[src/rtl/dcd_pkg.sv]
// Shared constants, FSM state type and slot mapping for the decoder-side
// CKKS slot address generator.
package dcd_pkg;

  localparam int unsigned POLY_POWER  = 8192;
  localparam int unsigned POWER_WIDTH = $clog2(POLY_POWER);
  localparam int unsigned HALF        = POLY_POWER / 2;
  localparam int unsigned ADDR_WIDTH  = POWER_WIDTH - 1;
  localparam int unsigned POW_WIDTH   = POWER_WIDTH + 1;
  localparam int unsigned ROTATE_BASE = 3;

  typedef enum logic [1:0] {
    IDLE = 2'd0,
    RUN  = 2'd1,
    DONE = 2'd2
  } state_t;

  typedef struct packed {
    logic                  b_im;
    logic [ADDR_WIDTH-1:0] addr;
  } slot_t;

  // Fold the odd power orbit element into a half-buffer address plus real/imag select.
  function automatic slot_t slot_map(input logic [POW_WIDTH-1:0] pow);
    logic [POWER_WIDTH-1:0] t;
    slot_t                  s;
    t = POWER_WIDTH'((pow - POW_WIDTH'(1)) >> 1);
    if (t < POWER_WIDTH'(HALF)) begin
      s.b_im = 1'b1;
      s.addr = t[ADDR_WIDTH-1:0];
    end else begin
      s.b_im = 1'b0;
      s.addr = ADDR_WIDTH'(POWER_WIDTH'(POLY_POWER - 1) - t);
    end
    return s;
  endfunction

endpackage

[src/rtl/dcd_pow_step.sv]
// Registered power-orbit step: pow <- pow*ROTATE_BASE mod 2N, with load-to-1.
// Exposes the value the register takes at the next edge so outputs can track it.
module dcd_pow_step #(
  parameter int unsigned POLY_POWER  = 8192,
  parameter int unsigned ROTATE_BASE = 3,
  localparam int unsigned PW         = $clog2(POLY_POWER) + 1
) (
  input  logic          clk,
  input  logic          rst_n,
  input  logic          load,
  input  logic          en,
  output logic [PW-1:0] pow_nxt_c
);

  logic [PW-1:0] pow;

  // Truncation to PW bits is the mod 2N reduction since 2N is a power of two.
  always_comb begin
    pow_nxt_c = pow;
    if (load) begin
      pow_nxt_c = PW'(1);
    end else if (en) begin
      pow_nxt_c = PW'(pow * PW'(ROTATE_BASE));
    end
  end

  always_ff @(posedge clk or negedge rst_n) begin
    if (!rst_n) begin
      pow <= PW'(1);
    end else begin
      pow <= pow_nxt_c;
    end
  end

endmodule

[src/rtl/dcd_addr_gen.sv]
// Decoder slot address generator: walks k = 0..N/2-1 along the ROTATE_BASE^k orbit.
// Optional DCD_ADDR_BITREV_EN bit-reverses rd_addr for a bit-reversed FFT buffer.
module dcd_addr_gen
  import dcd_pkg::*;
#(
  parameter int unsigned ADDR_WIDTH  = dcd_pkg::ADDR_WIDTH,
  parameter int unsigned POLY_POWER  = dcd_pkg::POLY_POWER,
  parameter int unsigned ROTATE_BASE = dcd_pkg::ROTATE_BASE
) (
  input  logic                  clk,
  input  logic                  rst_n,
  input  logic                  start,
  input  logic                  flush,
  output logic                  busy,
  output logic                  done,
  output logic                  addr_vld,
  input  logic                  addr_rdy,
  output logic [ADDR_WIDTH-1:0] rd_addr,
  output logic                  b_im,
  output logic [ADDR_WIDTH-1:0] slot_idx,
  output logic                  last
);

  localparam int unsigned PW = $clog2(POLY_POWER) + 1;
  localparam logic [ADDR_WIDTH-1:0] LAST_SLOT = ADDR_WIDTH'(POLY_POWER / 2 - 1);

  state_t                  state, state_nxt;
  logic [ADDR_WIDTH-1:0]   cnt, cnt_nxt;
  logic                    pow_load, pow_en, hs_c;
  logic [PW-1:0]           pow_nxt_c;
  slot_t                   map_c;
  logic [ADDR_WIDTH-1:0]   base_addr, map_addr;
  logic                    busy_nxt, done_nxt, vld_nxt, bim_nxt, last_nxt;
  logic [ADDR_WIDTH-1:0]   addr_nxt, slot_nxt;

  dcd_pow_step #(
    .POLY_POWER  (POLY_POWER),
    .ROTATE_BASE (ROTATE_BASE)
  ) u_pow_step (
    .clk       (clk),
    .rst_n     (rst_n),
    .load      (pow_load),
    .en        (pow_en),
    .pow_nxt_c (pow_nxt_c)
  );

  assign hs_c = addr_vld & addr_rdy;

  // Next state, counters and the registered output image of the next cycle.
  always_comb begin
    state_nxt = state;
    cnt_nxt   = cnt;
    pow_load  = 1'b0;
    pow_en    = 1'b0;
    done_nxt  = 1'b0;
    addr_nxt  = '0;
    bim_nxt   = 1'b0;
    slot_nxt  = '0;
    last_nxt  = 1'b0;

    if (flush) begin
      state_nxt = IDLE;
      cnt_nxt   = '0;
      pow_load  = 1'b1;
    end else begin
      case (state)
        IDLE: begin
          if (start) begin
            state_nxt = RUN;
            cnt_nxt   = '0;
            pow_load  = 1'b1;
          end
        end
        RUN: begin
          if (hs_c) begin
            pow_en  = 1'b1;
            cnt_nxt = cnt + ADDR_WIDTH'(1);
            if (cnt == LAST_SLOT) begin
              state_nxt = DONE;
              done_nxt  = 1'b1;
            end
          end
        end
        DONE:    state_nxt = IDLE;
        default: state_nxt = IDLE;
      endcase
    end

    map_c     = slot_map(pow_nxt_c);
    base_addr = ADDR_WIDTH'(map_c.addr);
`ifdef DCD_ADDR_BITREV_EN
    map_addr = '0;
    for (int unsigned i = 0; i < ADDR_WIDTH; i++) begin
      map_addr[i] = base_addr[ADDR_WIDTH-1-i];
    end
`else
    map_addr = base_addr;
`endif

    vld_nxt  = (state_nxt == RUN);
    busy_nxt = (state_nxt != IDLE);
    if (vld_nxt) begin
      addr_nxt = map_addr;
      bim_nxt  = map_c.b_im;
      slot_nxt = cnt_nxt;
      last_nxt = (cnt_nxt == LAST_SLOT);
    end
  end

  always_ff @(posedge clk or negedge rst_n) begin
    if (!rst_n) begin
      state    <= IDLE;
      cnt      <= '0;
      busy     <= 1'b0;
      done     <= 1'b0;
      addr_vld <= 1'b0;
      rd_addr  <= '0;
      b_im     <= 1'b0;
      slot_idx <= '0;
      last     <= 1'b0;
    end else begin
      state    <= state_nxt;
      cnt      <= cnt_nxt;
      busy     <= busy_nxt;
      done     <= done_nxt;
      addr_vld <= vld_nxt;
      rd_addr  <= addr_nxt;
      b_im     <= bim_nxt;
      slot_idx <= slot_nxt;
      last     <= last_nxt;
    end
  end

endmodule
[config.mk]
export PLATFORM = sky130hd
export DESIGN_NAME = dcd_addr_gen
export DESIGN_NICKNAME = d
export VERILOG_FILES = /design/src/rtl/dcd_pkg.sv /design/src/rtl/dcd_pow_step.sv /design/src/rtl/dcd_addr_gen.sv
export SDC_FILE = /design/constraint.sdc
export NUM_CORES = 1
export LEC_CHECK = 0
export ABC_CLOCK_PERIOD_IN_PS = 8000
export BUFFER_PORTS_ARGS = -buffer_cell sky130_fd_sc_hd__buf_2
export CELL_PAD_IN_SITES_DETAIL_PLACEMENT = 2
export CELL_PAD_IN_SITES_GLOBAL_PLACEMENT = 2
export CORE_UTILIZATION = 40
export CTS_CLUSTER_SIZE = 16
export DETAILED_ROUTE_END_ITERATION = 10
export PLACE_DENSITY_LB_ADDON = 0.1
export SLEW_MARGIN = 10
export SYNTH_ARGS = -nofsm -noshare
export SYNTH_HDL_FRONTEND = slang
export SYNTH_SLANG_ARGS = --single-unit
[constraint.sdc]
create_clock -name clk -period 8 [get_ports clk]
set_input_delay 1.2 -clock clk [delete_from_list [all_inputs] [get_ports clk]]
set_output_delay 1.2 -clock clk [all_outputs]
set_load 0.05 [all_outputs]
# --- After elaboration in Yosys (flattened, before gate mapping) ---
# Index checks and enable logic that the tools add are counted.
classes:
  n_addsub: 3
  n_mul: 1
  magnitude_cmp: 1
  n_eq_ne: 4
  mux: 26
  bitwise: 1
  reduce_logical: 2
op_table:
  columns: ["cell", "count"]
  rows:
  - ["$mux W12", 5]
  - ["$mux W14", 2]
  - ["$eq A12 B12 Y1 const B", 2]
  - ["$pmux W12 S2", 1]
  - ["$mul A14 B2 Y14 const B", 1]
  - ["$sub A14 B1 Y14 const B", 1]
  - ["$lt A13 B13 Y1 const B", 1]
  - ["$mux W13", 1]
  - ["$add A12 B1 Y12 const B", 1]
  - ["$mux W1", 12]
  - ["$sub A12 B12 Y12 const A", 1]
  - ["$mux W2", 4]
  - ["$eq A2 B1 Y1 const B", 2]
  - ["$pmux W2 S2", 1]
  - ["$logic_not A2 Y1", 1]
  - ["$reduce_bool A2 Y1", 1]
  - ["$and A1 B1 Y1", 1]
totals:
  reg_bits: 57
  wordCells: 48

# --- Depth between registers and ports, before layout ---
# Gate-level depths: netlist of the first run.
depth:
  ltp_word: 10
  depth_mapped: 13

# --- Hierarchy ---
# From an unflattened synthesis of the first run, not the netlist that was laid out.
hier_totals:
  hier_cells: 331
  hier_area_um2: 3337.0
modules_own_cells:
  columns: ["module", "instances", "cells_each", "area_each_um2", "seq_area_each_um2"]
  rows:
  - ["dcd_addr_gen", 1, 219, 2244.7, 1076.0]
  - ["dcd_pow_step", 1, 112, 1092.3, 351.6]

# --- Worst setup path after synthesis of the first run ---
# OpenSTA, ideal clock, no wires.
synth_timing:
  path_kind: "input-to-reg"
  from: "input port start"
  to: "register rd_addr[9]"
  setup_ns: 0.072
  t_arrival_ns: 3.254
  slack_ns: 4.673
  cell_stages: 10
  n_path_buf: 1
  path_cell_list: "nor3b_1 -> or2_1 -> buf_4 -> nor2_1 -> a211oi_2 -> nand2_2 -> nor4_4 -> nand2_4 -> xnor3_1 -> nor2_1"
synth_via:
  elab_chain_len: 8
synth_rtl:
  columns: ["item", "line_no", "rtl"]
  rows:
  - ["from (decl)", "dcd_addr_gen.sv:12", "input logic start,"]
  - ["$mux W1", "dcd_addr_gen.sv:68", "if (start) begin"]
  - ["$mux W1", "dcd_addr_gen.sv:66", "case (state)"]
  - ["$mux W1", "dcd_addr_gen.sv:61", "if (flush) begin"]
  - ["$mux W14", "dcd_pow_step.sv:20", "if (load) begin"]
  - ["$sub A14 B1 Y14", "dcd_pkg.sv:27", "t = POWER_WIDTH'((pow - POW_WIDTH'(1)) >> 1);"]
  - ["$sub A12 B12 Y12 / $lt A13 B13 Y1 (equally long branches)", "dcd_pkg.sv:33, dcd_pkg.sv:28", null]
  - ["$mux W13", "dcd_pkg.sv:28", "if (t < POWER_WIDTH'(HALF)) begin"]
  - ["$mux W12 (*)", "dcd_addr_gen.sv:102", "if (vld_nxt) begin"]
  - ["named net addr_nxt[9]", "dcd_addr_gen.sv:34", "logic [ADDR_WIDTH-1:0] addr_nxt, slot_nxt;"]
  - ["to (signal assigned)", "dcd_addr_gen.sv:127", "rd_addr <= addr_nxt;"]
  - ["to (decl)", "dcd_addr_gen.sv:18", "output logic [ADDR_WIDTH-1:0] rd_addr,"]
# The timed path passes the listed nets; every way through them passes the cells marked *.

# --- Worst setup path in the final report of the first run ---
# Ends and elaborated chain as after synthesis.

==> metrics, run 1 <==
run status=finished, final reports clean; launch instance of the worst register-to-register path=state[1]; Post-synth EDFFs=0; synthesized net count=379; data arrival time at the worst-slack endpoint=4.35 ns; CTS clock-pin slew for the worst setup and hold paths=0.08 ns; setup repair bufs after CTS=0; deepest level of the CTS H-tree=3; synthesized area per cell=9.529 um2; top-level port count=34; Hold Path Cell Cnt=1; leakage power=1.914 nW; FF-to-FF End=rd_addr[9]; antenna violations before repair=0; Final Hold Slack=0.5950 ns; worst clock skew=0.01417 ns; required arrival time at the worst endpoint=8.24 ns; Die H=94.48 um; area of the mapped netlist=0.003421 mm2; share of the cycle needed by the critical path after routing=0.5134; end of the worst hold path=state[1]; CTS root buffer=sky130_fd_sc_hd__clkbuf_8; Final Instance Area=0.003867 mm2; final routed DRC violation total=0; cts repair resizes=0; core area=0.008258 mm2; CP startpoint kind=primary input; total negative slack for setup checks=0 ns; final max-slew violation count=0; max frequency=243.5 MHz; vias in the first global route=3,102; overall routing resource usage=0.2500; start point of the worst min-delay path=state[1]; number of vias per cell=5.622; Synth Warn #=0; number of standard cells after synthesis=359; sink count of the clock tree=57; crit path time final=4.107 ns; type of the most critical hold path=reg -> reg; IO buf count=33; die area=0.008926 mm2; crit path max fanout=20; total length of routed wires=10,160 um; per-cell routed wire length=20.32 um; wire length of the first global-routing pass=17,000 um; flop-to-flop setup slack=4.34 ns; post-place instance area=0.003661 mm2; Die Width=94.48 um; via count=2,811; Clk Latency, worst-skew pair=0.33 ns; headroom to the max-slew limit=0.2716; number of different library cells in the post-synthesis netlist=64; RSZ-0062 raised after global routing=false; final number of hold-violating endpoints=0; total of flip-flops plus latches after synthesis=57; total power divided by cell area=162.5 mW/mm2; sequential standard cell area=0.001428 mm2; maximum VDD drop=98.01 uV; total power=0.6286 mW; area taken by multi-input logic gates=0.001869 mm2; Antenna Nets Post-Route=0; effective utilization at floorplan=0.4142; count of hold-fix buffers inserted at cts=0; max-capacitance violation count=0; Filler cells=891; Setup CP Type=in -> reg; # diodes=0; number of standard-cell rows in the floorplan=33; worst r2r path cells=9; length of the first detailed-routing pass in iterations=4; pin count of the biggest net entering global routing=58; total of endpoints with negative setup slack in the final report=0; total clock buffers created by CTS=9; global placer's final weighted congestion=0.7903; Longest Clk Path Bufs=2; number of nets in the layout=410; synthesis-to-layout area growth=13.06%; Slew @ Worst Pin=1.089 ns; share of flip-flops with an asynchronous set or reset after synthesis=1.000; CTS tree=yes; Synth Flop Type=sky130_fd_sc_hd__dfrtp_1; starting DRC count in detailed routing=120; category of the worst setup path capture point=flop; sequential area share after synthesis=0.4173; post-route core utilization=0.4683; final HPWL from detailed placement=7212 um; Congestion Overflow GR=0; share of cells above drive strength 1=0.1696
## cells in the final DEF (no fill, tap or decap), types with 2 or more instances in the layout
cell type                   n
sky130_fd_sc_hd__nand4_1    5
sky130_fd_sc_hd__nor3_1    20
sky130_fd_sc_hd__nor2_1    42
sky130_fd_sc_hd__and3_1     7
sky130_fd_sc_hd__nor3b_1    5
sky130_fd_sc_hd__buf_2     33
sky130_fd_sc_hd__a211oi_1   2
sky130_fd_sc_hd__dfrtp_1   56
sky130_fd_sc_hd__o21a_1     3
sky130_fd_sc_hd__mux2i_1   13
sky130_fd_sc_hd__ha_1      14
sky130_fd_sc_hd__xor2_1    10
sky130_fd_sc_hd__or3_1      5
sky130_fd_sc_hd__a22oi_1    2
sky130_fd_sc_hd__o21ai_0   13
sky130_fd_sc_hd__nand2_1   19
sky130_fd_sc_hd__a211o_1    2
sky130_fd_sc_hd__inv_1     16
sky130_fd_sc_hd__nand3_1   17
sky130_fd_sc_hd__o211ai_1   4
sky130_fd_sc_hd__o211a_1    2
sky130_fd_sc_hd__o221ai_1   2
sky130_fd_sc_hd__o21bai_1   2
sky130_fd_sc_hd__a221oi_2   2
sky130_fd_sc_hd__clkbuf_8  11
sky130_fd_sc_hd__a31o_2     2
sky130_fd_sc_hd__nor4b_1    3
sky130_fd_sc_hd__a311oi_1   2
sky130_fd_sc_hd__nand2b_1   7
sky130_fd_sc_hd__a31oi_1    4
sky130_fd_sc_hd__a21oi_1   15
sky130_fd_sc_hd__and2_1     4
sky130_fd_sc_hd__a21o_1     6
sky130_fd_sc_hd__xnor2_1   11
## critical path, cell delays in order
cell and delay, ns:
sky130_fd_sc_hd__buf_2 0.09, sky130_fd_sc_hd__nor3b_1 0.34, sky130_fd_sc_hd__or2_1 0.78, sky130_fd_sc_hd__nor2_1 0.20, sky130_fd_sc_hd__a211oi_2 0.41, sky130_fd_sc_hd__nand2_2 0.17, sky130_fd_sc_hd__nor4_4 0.51, sky130_fd_sc_hd__nand2_4 0.16
sky130_fd_sc_hd__xnor3_1 0.38, sky130_fd_sc_hd__nor2_1 0.10
## sequential cells by signal, indices dropped and copies added, names as in the netlist
signal,cells
done,1
busy,1
addr_vld,1
cnt,12
last,1
b_im,1
slot_idx,12
rd_addr,12
state,2
u_pow_step.pow,14
## where the power goes
group          internal (mW)  switching (mW)
combinational         0.0122          0.0390
clock                  0.161           0.121
sequential             0.292         0.00329
total                  0.465           0.164
## per-layer routing
metal / part of all wire / track usage / routed length [um] / vias to the layer above
li1: - / - / - / 1339
met1: 0.50 / 0.3611 / 5115 / 1426
met2: 0.46 / 0.3943 / 4693 / 39
met3: 0.026 / 0.03865 / 266 / 7
met4: 0.0085 / 0.05682 / 86 / 0
met5: 0 / 0 / 0 / -
## area by class of cell
cell class	count	share of cell area
Multi-Input combinational cell	272	0.4833
Sequential cell	57	0.3691
Timing Repair Buffer	34	0.04465
Clock buffer	12	0.04012
Tap cell	105	0.03397
Inverter	16	0.01553
Clock inverter	4	0.01326
## cells in the mapped netlist (5+ instances only)
cell / instances / share of area
sky130_fd_sc_hd__or3_1: 5 / 0.0091
sky130_fd_sc_hd__and3_1: 7 / 0.013
sky130_fd_sc_hd__a21oi_1: 15 / 0.022
sky130_fd_sc_hd__nor2_1: 42 / 0.046
sky130_fd_sc_hd__inv_1: 16 / 0.018
sky130_fd_sc_hd__nand2_1: 19 / 0.021
sky130_fd_sc_hd__nand4_1: 5 / 0.0091
sky130_fd_sc_hd__nor3_1: 20 / 0.029
sky130_fd_sc_hd__ha_1: 14 / 0.051
sky130_fd_sc_hd__nor3b_1: 5 / 0.011
sky130_fd_sc_hd__xnor2_1: 11 / 0.028
sky130_fd_sc_hd__dfrtp_1: 56 / 0.41
sky130_fd_sc_hd__a21o_1: 6 / 0.013
sky130_fd_sc_hd__mux2i_1: 13 / 0.038
sky130_fd_sc_hd__xor2_1: 10 / 0.026
sky130_fd_sc_hd__clkbuf_1: 7 / 0.0077
sky130_fd_sc_hd__o21ai_0: 13 / 0.019
sky130_fd_sc_hd__nand3_1: 17 / 0.025
sky130_fd_sc_hd__nand2b_1: 7 / 0.013
## worst max path at each step
stage          startpoint         end  slack (ns)  cells past startpoint
2_1_floorplan       start  rd_addr[9]        4.67                     10
3_3_place_gp        start  rd_addr[0]        3.86                     10
3_5_place_dp        start  rd_addr[9]        3.69                     10
4_1_cts             start  rd_addr[9]        3.90                     10
5_1_grt             start  rd_addr[9]        3.63                     10
6_report            start  rd_addr[9]        3.89                     10
## metrics by stage
step / setup WS [ns] / cells
after global routing: 3.631 / 500
after floorplan: 4.673 / 359
final: 3.893 / 500
after global placement: 3.859 / 484
after CTS: 3.896 / 500
after detailed placement: 3.690 / 484
## kinds of logic (layout without fill, tap and decap cells)
family,count (synthesis),in the layout,share of synthesized area
adders and majority gates,15,15,0.05706
and+or+nand+nor,149,149,0.2330
buffers and inverters,30,66,0.03621
muxes,14,14,0.04133
AOI/OAI and AO/OA,71,71,0.1500
xor gates and xnor gates,23,23,0.06511
DFF,57,57,0.4173
Power figures use the tool's default switching activity.
==> run 2: changes to the inputs <==
--- a/config.mk
+++ b/config.mk
@@ -5,11 +5,11 @@
 export SDC_FILE = /design/constraint.sdc
 export NUM_CORES = 1
 export LEC_CHECK = 0
-export ABC_CLOCK_PERIOD_IN_PS = 8000
+export ABC_CLOCK_PERIOD_IN_PS = 3700
 export BUFFER_PORTS_ARGS = -buffer_cell sky130_fd_sc_hd__buf_2
 export CELL_PAD_IN_SITES_DETAIL_PLACEMENT = 2
 export CELL_PAD_IN_SITES_GLOBAL_PLACEMENT = 2
-export CORE_UTILIZATION = 40
+export CORE_UTILIZATION = 34
 export CTS_CLUSTER_SIZE = 16
 export DETAILED_ROUTE_END_ITERATION = 10
 export PLACE_DENSITY_LB_ADDON = 0.1
==> constraint.sdc (replaced) <==
create_clock -name clk -period 3.7 [get_ports clk]
set_input_delay 0.555 -clock clk [delete_from_list [all_inputs] [get_ports clk]]
set_output_delay 0.555 -clock clk [all_outputs]
set_load 0.05 [all_outputs]
==> metrics, run 2 (synthesis results as in run 1) <==
run status=finished, final reports clean (unchanged); max frequency=300.3 MHz; crit path max fanout=7 (was 20); type of the most critical hold path=in -> async (was reg -> reg); final number of hold-violating endpoints=0 (unchanged); number of standard-cell rows in the floorplan=36 (was 33); Clk Latency, worst-skew pair=0.34 ns (was 0.33 ns); Gate power share=0.077 (was 0.081); crit path time final=3.330 ns; flop-to-flop setup slack=0.37 ns (was 4.34 ns); capture point of the critical path=rd_addr[9] (unchanged); Largest register FFs=14 (unchanged); effective utilization at floorplan=0.3500 (was 0.4142); CTS clock-pin slew for the worst setup and hold paths=0.08 ns (about the same); CTS tree=yes (unchanged); cts repair resizes=0 (unchanged); leading cell type in the layout, fill and taps excluded=sky130_fd_sc_hd__dfrtp_1 (unchanged); launch instance of the worst register-to-register path=u_pow_step.pow[0] (was state[1]); final routed DRC violation total=0 (unchanged); global placer's final weighted congestion=0.7484 (was 0.7903); total of endpoints with negative setup slack in the final report=0 (unchanged); per-cell routed wire length=18.59 um (was 20.32 um); headroom to the max-slew limit=0.6104 (was 0.2716); clock network fraction of design power=0.498 (was 0.449); wire length of the first global-routing pass=16,440 um (was 17,000 um); Reg power frac=0.425 (was 0.469); category of the worst setup path capture point=flop (unchanged); core area=0.009774 mm2 (was 0.008258 mm2); Die H=102.3 um (was 94.48 um); Setup CP Type=reg -> reg (was in -> reg); CP startpoint kind=flop (was primary input); Final Hold Slack=0.1837 ns (was 0.5950 ns); internal power consumption=1.116 mW (was 0.4649 mW); synthesis-to-layout area growth=17.52% (was 13.06%); Final Instance Area=0.004020 mm2 (was 0.003867 mm2); count of hold-fix buffers inserted at cts=0 (unchanged); antenna violations before repair=0 (unchanged); Die Width=102.3 um (was 94.48 um); total length of routed wires=9999 um (was 10,160 um); share of cells above drive strength 1=0.1926 (was 0.1696); deepest level of the CTS H-tree=3 (unchanged); leakage power=1.985 nW (was 1.914 nW); post-place instance area=0.003771 mm2 (was 0.003661 mm2); fraction of power spent switching nets=0.2558 (was 0.2604); required arrival time at the worst endpoint=3.96 ns (was 8.24 ns); total negative slack for setup checks=0 ns (unchanged); number of nets in the layout=420 (was 410); Antenna Nets Post-Route=0 (unchanged); most used cells in the layout excluding fill and tap cells=sky130_fd_sc_hd__dfrtp_1, sky130_fd_sc_hd__nor2_1, sky130_fd_sc_hd__buf_2 (unchanged); overall routing resource usage=0.2077 (was 0.2500); FF-to-FF End=rd_addr[9] (unchanged); die area=0.01047 mm2 (was 0.008926 mm2); maximum VDD drop=149.1 uV (was 98.01 uV); CTS root buffer=sky130_fd_sc_hd__clkbuf_8 (unchanged); instance count after placement with tap cells included=522 (was 484); Congestion Overflow GR=0 (unchanged); starting DRC count in detailed routing=58 (was 120); worst clock skew=0.01284 ns (was 0.01417 ns); origin of the worst setup path=u_pow_step.pow[0] (was start); setup repair bufs after CTS=0 (unchanged); sink count of the clock tree=57 (unchanged); share of the cycle needed by the critical path after routing=0.9000; Longest Clk Path Bufs=2 (unchanged); length of the first detailed-routing pass in iterations=4 (unchanged); number of vias per cell=5.247 (was 5.622); data arrival time at the worst-slack endpoint=3.59 ns (was 4.35 ns); final HPWL from detailed placement=7550 um (was 7212 um); RSZ-0062 raised after global routing=false (unchanged); # diodes=0 (unchanged); Slew @ Worst Pin=0.5799 ns (was 1.089 ns); worst r2r path cells=12 (was 9); via count=2,823 (was 2,811); pin count of the biggest net entering global routing=36 (was 58); total power divided by cell area=372.9 mW/mm2 (was 162.5 mW/mm2); Switching Power=0.3835 mW (was 0.1637 mW); top-level port count=34 (unchanged); vias in the first global route=3,136 (was 3,102); max-capacitance violation count=0 (unchanged); total clock buffers created by CTS=9 (unchanged); register containing the most flip-flops in the final layout=u_pow_step.pow (unchanged); non-filler cells in the finished layout=538 (was 500); final max-slew violation count=0 (unchanged); IO buf count=33 (unchanged)
run 2: how the worst min path moves through the flow:
stage / from / endpoint / slack, ns
2_1_floorplan: rst_n / addr_vld / 0.26
3_3_place_gp: rst_n / addr_vld / 0.55
3_5_place_dp: rst_n / done / 0.57
4_1_cts: rst_n / slot_idx[3] / 0.19
5_1_grt: rst_n / slot_idx[3] / 0.21
6_report: rst_n / slot_idx[3] / 0.18
run 2: power groups by stage:
stage                     Sequential [mW]  Combinational, mW  Clock [mW]
after floorplan                     0.661             0.0585           0
after global placement              0.649              0.115           0
after detailed placement            0.649              0.117           0
after CTS                           0.637              0.118       0.762
after global routing                0.638              0.129       0.782
final                               0.637              0.115       0.747
run 2: critical path, cell delays in order (launching register included):
cell and delay, ns:
sky130_fd_sc_hd__dfstp_2 0.54, sky130_fd_sc_hd__ha_1 0.17, sky130_fd_sc_hd__inv_1 0.06, sky130_fd_sc_hd__fa_1 0.39
sky130_fd_sc_hd__nor2b_1 0.18, sky130_fd_sc_hd__o21ai_0 0.15, sky130_fd_sc_hd__and2_1 0.20, sky130_fd_sc_hd__xor2_1 0.25
sky130_fd_sc_hd__o2111ai_2 0.26, sky130_fd_sc_hd__nor4_4 0.44, sky130_fd_sc_hd__nand2_4 0.16, sky130_fd_sc_hd__xnor3_1 0.36
sky130_fd_sc_hd__nor2_1 0.10
run 2: final cells by class:
cell class | instances | area [um2]
clock buffer | 9 | 123.9
clock inverter | 7 | 125.1
timing repair buffer | 44 | 247.7
tap | 133 | 166.4
multi-input combinational | 272 | 1869
sequential | 57 | 1428
inverter | 16 | 60.06
fill | 1103 | 5754
run 2: per-layer routing:
metal,track usage,routed length (um),vias to the layer above
li1,-,-,1368
met4,0.03736,44,0
met1,0.2520,4493,1421
met3,0.03557,158,4
met2,0.3862,5303,30
met5,0,0,-
run 2: stage by stage:
stage / util / power [mW] / worst slack [ns]
3_5_place_dp: 0.3858 / 0.7663 / 0.3714
2_1_floorplan: - / 0.7193 / 0.7433
6_report: 0.4113 / 1.499 / 0.3698
5_1_grt: 0.4113 / 1.549 / 0.08410
3_3_place_gp: 0.3858 / 0.7641 / 0.4521
4_1_cts: 0.4113 / 1.517 / 0.3514
==> run 3: changes to the inputs <==
--- a/config.mk
+++ b/config.mk
@@ -5,11 +5,12 @@
 export SDC_FILE = /design/constraint.sdc
 export NUM_CORES = 1
 export LEC_CHECK = 0
+export ABC_AREA = 1
 export ABC_CLOCK_PERIOD_IN_PS = 3700
 export BUFFER_PORTS_ARGS = -buffer_cell sky130_fd_sc_hd__buf_2
 export CELL_PAD_IN_SITES_DETAIL_PLACEMENT = 2
 export CELL_PAD_IN_SITES_GLOBAL_PLACEMENT = 2
-export CORE_UTILIZATION = 34
+export CORE_UTILIZATION = 30
 export CTS_CLUSTER_SIZE = 16
 export DETAILED_ROUTE_END_ITERATION = 10
 export PLACE_DENSITY_LB_ADDON = 0.1
==> metrics, run 3 <==
run status=finished, final reports clean (unchanged); Setup CP Type=reg -> reg (unchanged); total clock buffers created by CTS=9 (unchanged); IO buf count=33 (unchanged); cells taking the most area after synthesis=sky130_fd_sc_hd__dfrtp_1, sky130_fd_sc_hd__nand2_1, sky130_fd_sc_hd__nor2_1 (was sky130_fd_sc_hd__dfrtp_1, sky130_fd_sc_hd__ha_1, sky130_fd_sc_hd__nor2_1); total power divided by cell area=399.6 mW/mm2 (was 372.9 mW/mm2); type of the most critical hold path=in -> async (unchanged); number of vias per cell=4.756 (was 5.247); maximum VDD drop=196.5 uV (was 149.1 uV); origin of the worst setup path=u_pow_step.pow[0] (unchanged); leakage power=2.344 nW (was 1.985 nW); leading cell type in the layout, fill and taps excluded=sky130_fd_sc_hd__nand2_1 (was sky130_fd_sc_hd__dfrtp_1); CTS root buffer=sky130_fd_sc_hd__clkbuf_16 (was sky130_fd_sc_hd__clkbuf_8); Final Instance Area=0.004153 mm2 (was 0.004020 mm2); core area=0.01137 mm2 (was 0.009774 mm2); max-capacitance violation count=0 (unchanged); most common cell in the synthesized netlist=sky130_fd_sc_hd__nand2_1 (was sky130_fd_sc_hd__dfrtp_1); via count=3,229 (was 2,823); register containing the most flip-flops in the final layout=u_pow_step.pow (unchanged); synthesis-to-layout area growth=19.05% (was 17.52%); CTS clock-pin slew for the worst setup and hold paths=0.06 ns (was 0.08 ns); starting DRC count in detailed routing=54 (was 58); sequential area share after synthesis=0.4093 (was 0.4173); Switching Power=0.4074 mW (was 0.3835 mW); Largest register FFs=14 (unchanged); largest area contributor in the synthesized netlist=sky130_fd_sc_hd__dfrtp_1 (unchanged); post-place instance area=0.003825 mm2 (was 0.003771 mm2); number of standard cells after synthesis=489 (was 359); deepest level of the CTS H-tree=3 (unchanged); Congestion Overflow GR=0 (unchanged); antenna violations before repair=0 (unchanged); Synth Warn #=0 (unchanged); number of standard-cell rows in the floorplan=39 (was 36); area of the mapped netlist=0.003488 mm2 (was 0.003421 mm2); fraction of power spent switching nets=0.2455 (was 0.2558); count of hold-fix buffers inserted at cts=0 (unchanged); required arrival time at the worst endpoint=3.92 ns (was 3.96 ns); overall routing resource usage=0.1976 (was 0.2077); total of endpoints with negative setup slack in the final report=0 (unchanged); sink count of the clock tree=57 (unchanged); synthesized net count=509 (was 379); most used cells in the layout excluding fill and tap cells=sky130_fd_sc_hd__nand2_1, sky130_fd_sc_hd__nor2_1, sky130_fd_sc_hd__inv_1 (was sky130_fd_sc_hd__dfrtp_1, sky130_fd_sc_hd__nor2_1, sky130_fd_sc_hd__buf_2); most instantiated cells after synthesis=sky130_fd_sc_hd__nand2_1, sky130_fd_sc_hd__nor2_1, sky130_fd_sc_hd__inv_1, sky130_fd_sc_hd__dfrtp_1, sky130_fd_sc_hd__nand3_1 (was sky130_fd_sc_hd__dfrtp_1, sky130_fd_sc_hd__nor2_1, sky130_fd_sc_hd__nor3_1, sky130_fd_sc_hd__nand2_1, sky130_fd_sc_hd__nand3_1); data arrival time at the worst-slack endpoint=3.24 ns (was 3.59 ns); headroom to the max-slew limit=0.5217 (was 0.6104); crit path time final=3.020 ns (was 3.330 ns); cts repair resizes=0 (unchanged); total of flip-flops plus latches after synthesis=57 (unchanged); crit path max fanout=13 (was 7); Antenna Nets Post-Route=0 (unchanged); final max-slew violation count=0 (unchanged); Synth Flop Type=sky130_fd_sc_hd__dfrtp_1 (unchanged); total length of routed wires=10,790 um (was 9999 um); wire length of the first global-routing pass=17,790 um (was 16,440 um); die area=0.01206 mm2 (was 0.01047 mm2); share of cells above drive strength 1=0.1399 (was 0.1926); Die H=109.8 um (was 102.3 um); final routed DRC violation total=0 (unchanged); max incr delay on CP=0.53 ns (was 0.54 ns); Longest Clk Path Bufs=2 (unchanged); # diodes=0 (unchanged); Clk Latency, worst-skew pair=0.33 ns (was 0.34 ns); CP startpoint kind=flop (unchanged); share of flip-flops with an asynchronous set or reset after synthesis=1.000 (unchanged); Gate power share=0.063 (was 0.077); number of nets in the layout=551 (was 420); vias in the first global route=3,524 (was 3,136); pin count of the biggest net entering global routing=29 (was 36); internal power consumption=1.252 mW (was 1.116 mW); launch instance of the worst register-to-register path=u_pow_step.pow[0] (unchanged); setup repair bufs after CTS=0 (unchanged); CTS tree=yes (unchanged); total negative slack for setup checks=0 ns (unchanged); effective utilization at floorplan=0.3068 (was 0.3500); final number of hold-violating endpoints=0 (unchanged); Post-synth EDFFs=0 (unchanged); per-cell routed wire length=15.89 um (was 18.59 um); global placer's final weighted congestion=0.7674 (was 0.7484); most prevalent standard cell on the critical path=sky130_fd_sc_hd__nand2_1; buffers plus inverters on the worst setup path=2 (was 1); kind of cell adding the most delay to the critical path=simple AND/OR/NAND/NOR gates (unchanged); share of the cycle needed by the critical path after routing=0.8162 (was 0.9000); RSZ-0062 raised after global routing=false (unchanged); worst clock skew=0.005827 ns (was 0.01284 ns); cells along the critical path=ha_1 -> inv_1 -> fa_1 -> inv_1 -> nand3_1 -> nand2_1 -> nand2_1 -> nand3_1 -> nand3_1 -> nand2_1 -> nand2_1 -> nor2_1 -> nand4_1 -> nand2_2 -> nand2_1 -> nand2_1 -> nor2_1 (was ha_1 -> inv_1 -> fa_1 -> nor2b_1 -> o21ai_0 -> and2_1 -> xor2_1 -> o2111ai_2 -> nor4_4 -> nand2_4 -> xnor3_1 -> nor2_1); category of the worst setup path capture point=flop (unchanged); number of different library cells in the post-synthesis netlist=35 (was 64); synthesized area per cell=7.134 um2 (was 9.529 um2); CP max-delay cell=sky130_fd_sc_hd__dfstp_2 (unchanged); clock network fraction of design power=0.553 (was 0.498); final HPWL from detailed placement=8582 um (was 7550 um); Slew @ Worst Pin=0.7175 ns (was 0.5799 ns); top-level port count=34 (unchanged); Die Width=109.8 um (was 102.3 um); Reg power frac=0.383 (was 0.425); area share of the largest cell type after synthesis=0.4017 (was 0.4097); max frequency=331.1 MHz (was 300.3 MHz); length of the first detailed-routing pass in iterations=4 (unchanged)
run 3: through the flow:
stage / utilization / instances / hold WS, ns / total power [mW] / setup slack (ns)
2_1_floorplan: - / 489 / 0.2594 / 0.7105 / 1.132
3_3_place_gp: 0.3364 / 663 / 0.5695 / 0.7514 / 0.7766
3_5_place_dp: 0.3364 / 663 / 0.5814 / 0.7553 / 0.6358
4_1_cts: 0.3652 / 679 / 0.2994 / 1.686 / 0.6313
5_1_grt: 0.3652 / 679 / 0.3295 / 1.712 / 0.3472
6_report: 0.3652 / 679 / 0.2791 / 1.659 / 0.6799
run 3: worst reg2reg max path, stage by stage (launching register included):
cell	delay (ns)
sky130_fd_sc_hd__dfstp_2	0.53
sky130_fd_sc_hd__ha_1	0.21
sky130_fd_sc_hd__inv_1	0.07
sky130_fd_sc_hd__fa_1	0.40
sky130_fd_sc_hd__inv_1	0.10
sky130_fd_sc_hd__nand3_1	0.10
sky130_fd_sc_hd__nand2_1	0.15
sky130_fd_sc_hd__nand2_1	0.09
sky130_fd_sc_hd__nand3_1	0.07
sky130_fd_sc_hd__nand3_1	0.08
sky130_fd_sc_hd__nand2_1	0.13
sky130_fd_sc_hd__nand2_1	0.11
sky130_fd_sc_hd__nor2_1	0.23
sky130_fd_sc_hd__nand4_1	0.17
sky130_fd_sc_hd__nand2_2	0.24
sky130_fd_sc_hd__nand2_1	0.10
sky130_fd_sc_hd__nand2_1	0.07
sky130_fd_sc_hd__nor2_1	0.05
run 3: kinds of logic after synthesis:
logic type	share of synthesized area
flip-flops	0.4093
buffers and inverters	0.1037
adder cells (fa/ha/maj)	0.05595
AO/OA/AOI/OAI	0.03192
XOR/XNOR	0.02511
AND/OR/NAND/NOR	0.3741
run 3: path summary, 6_finish.rpt:
check,end,slack [ns],cells past startpoint
worst max-delay path,rd_addr[4],0.68,17
worst min-delay path,slot_idx[1],0.28,1
worst max register to register,rd_addr[4],0.68,17
worst min register to register,cnt[7],0.59,2
max in group asynchronous,u_pow_step.pow[0],2.66,2
min in group clk,busy,0.43,2
run 3: power groups by stage:
stage / clock network [mW] / logic, mW / registers (mW)
after floorplan: 0 / 0.0521 / 0.658
after global placement: 0 / 0.104 / 0.647
after detailed placement: 0 / 0.108 / 0.647
after CTS: 0.941 / 0.109 / 0.636
after global routing: 0.957 / 0.118 / 0.637
final: 0.918 / 0.105 / 0.636
run 3: metal layers:
| metal | track usage | up-vias | share of wire |
|---|---|---|---|
| li1 | - | 1592 | - |
| met3 | 0.02193 | 8 | 0.014 |
| met5 | 0 | - | 0 |
| met1 | 0.2574 | 1603 | 0.48 |
| met4 | 0.06571 | 0 | 0.011 |
| met2 | 0.3393 | 26 | 0.50 |
run 3: layout make-up:
type | count | area [um2]
Fill cell | 1360 | 7217
Inverter | 84 | 316.6
Multi-Input combinational cell | 341 | 1699
Clock buffer | 9 | 225.2
Clock inverter | 7 | 102.6
Tap cell | 143 | 178.9
Sequential cell | 57 | 1428
Timing Repair Buffer | 38 | 202.7
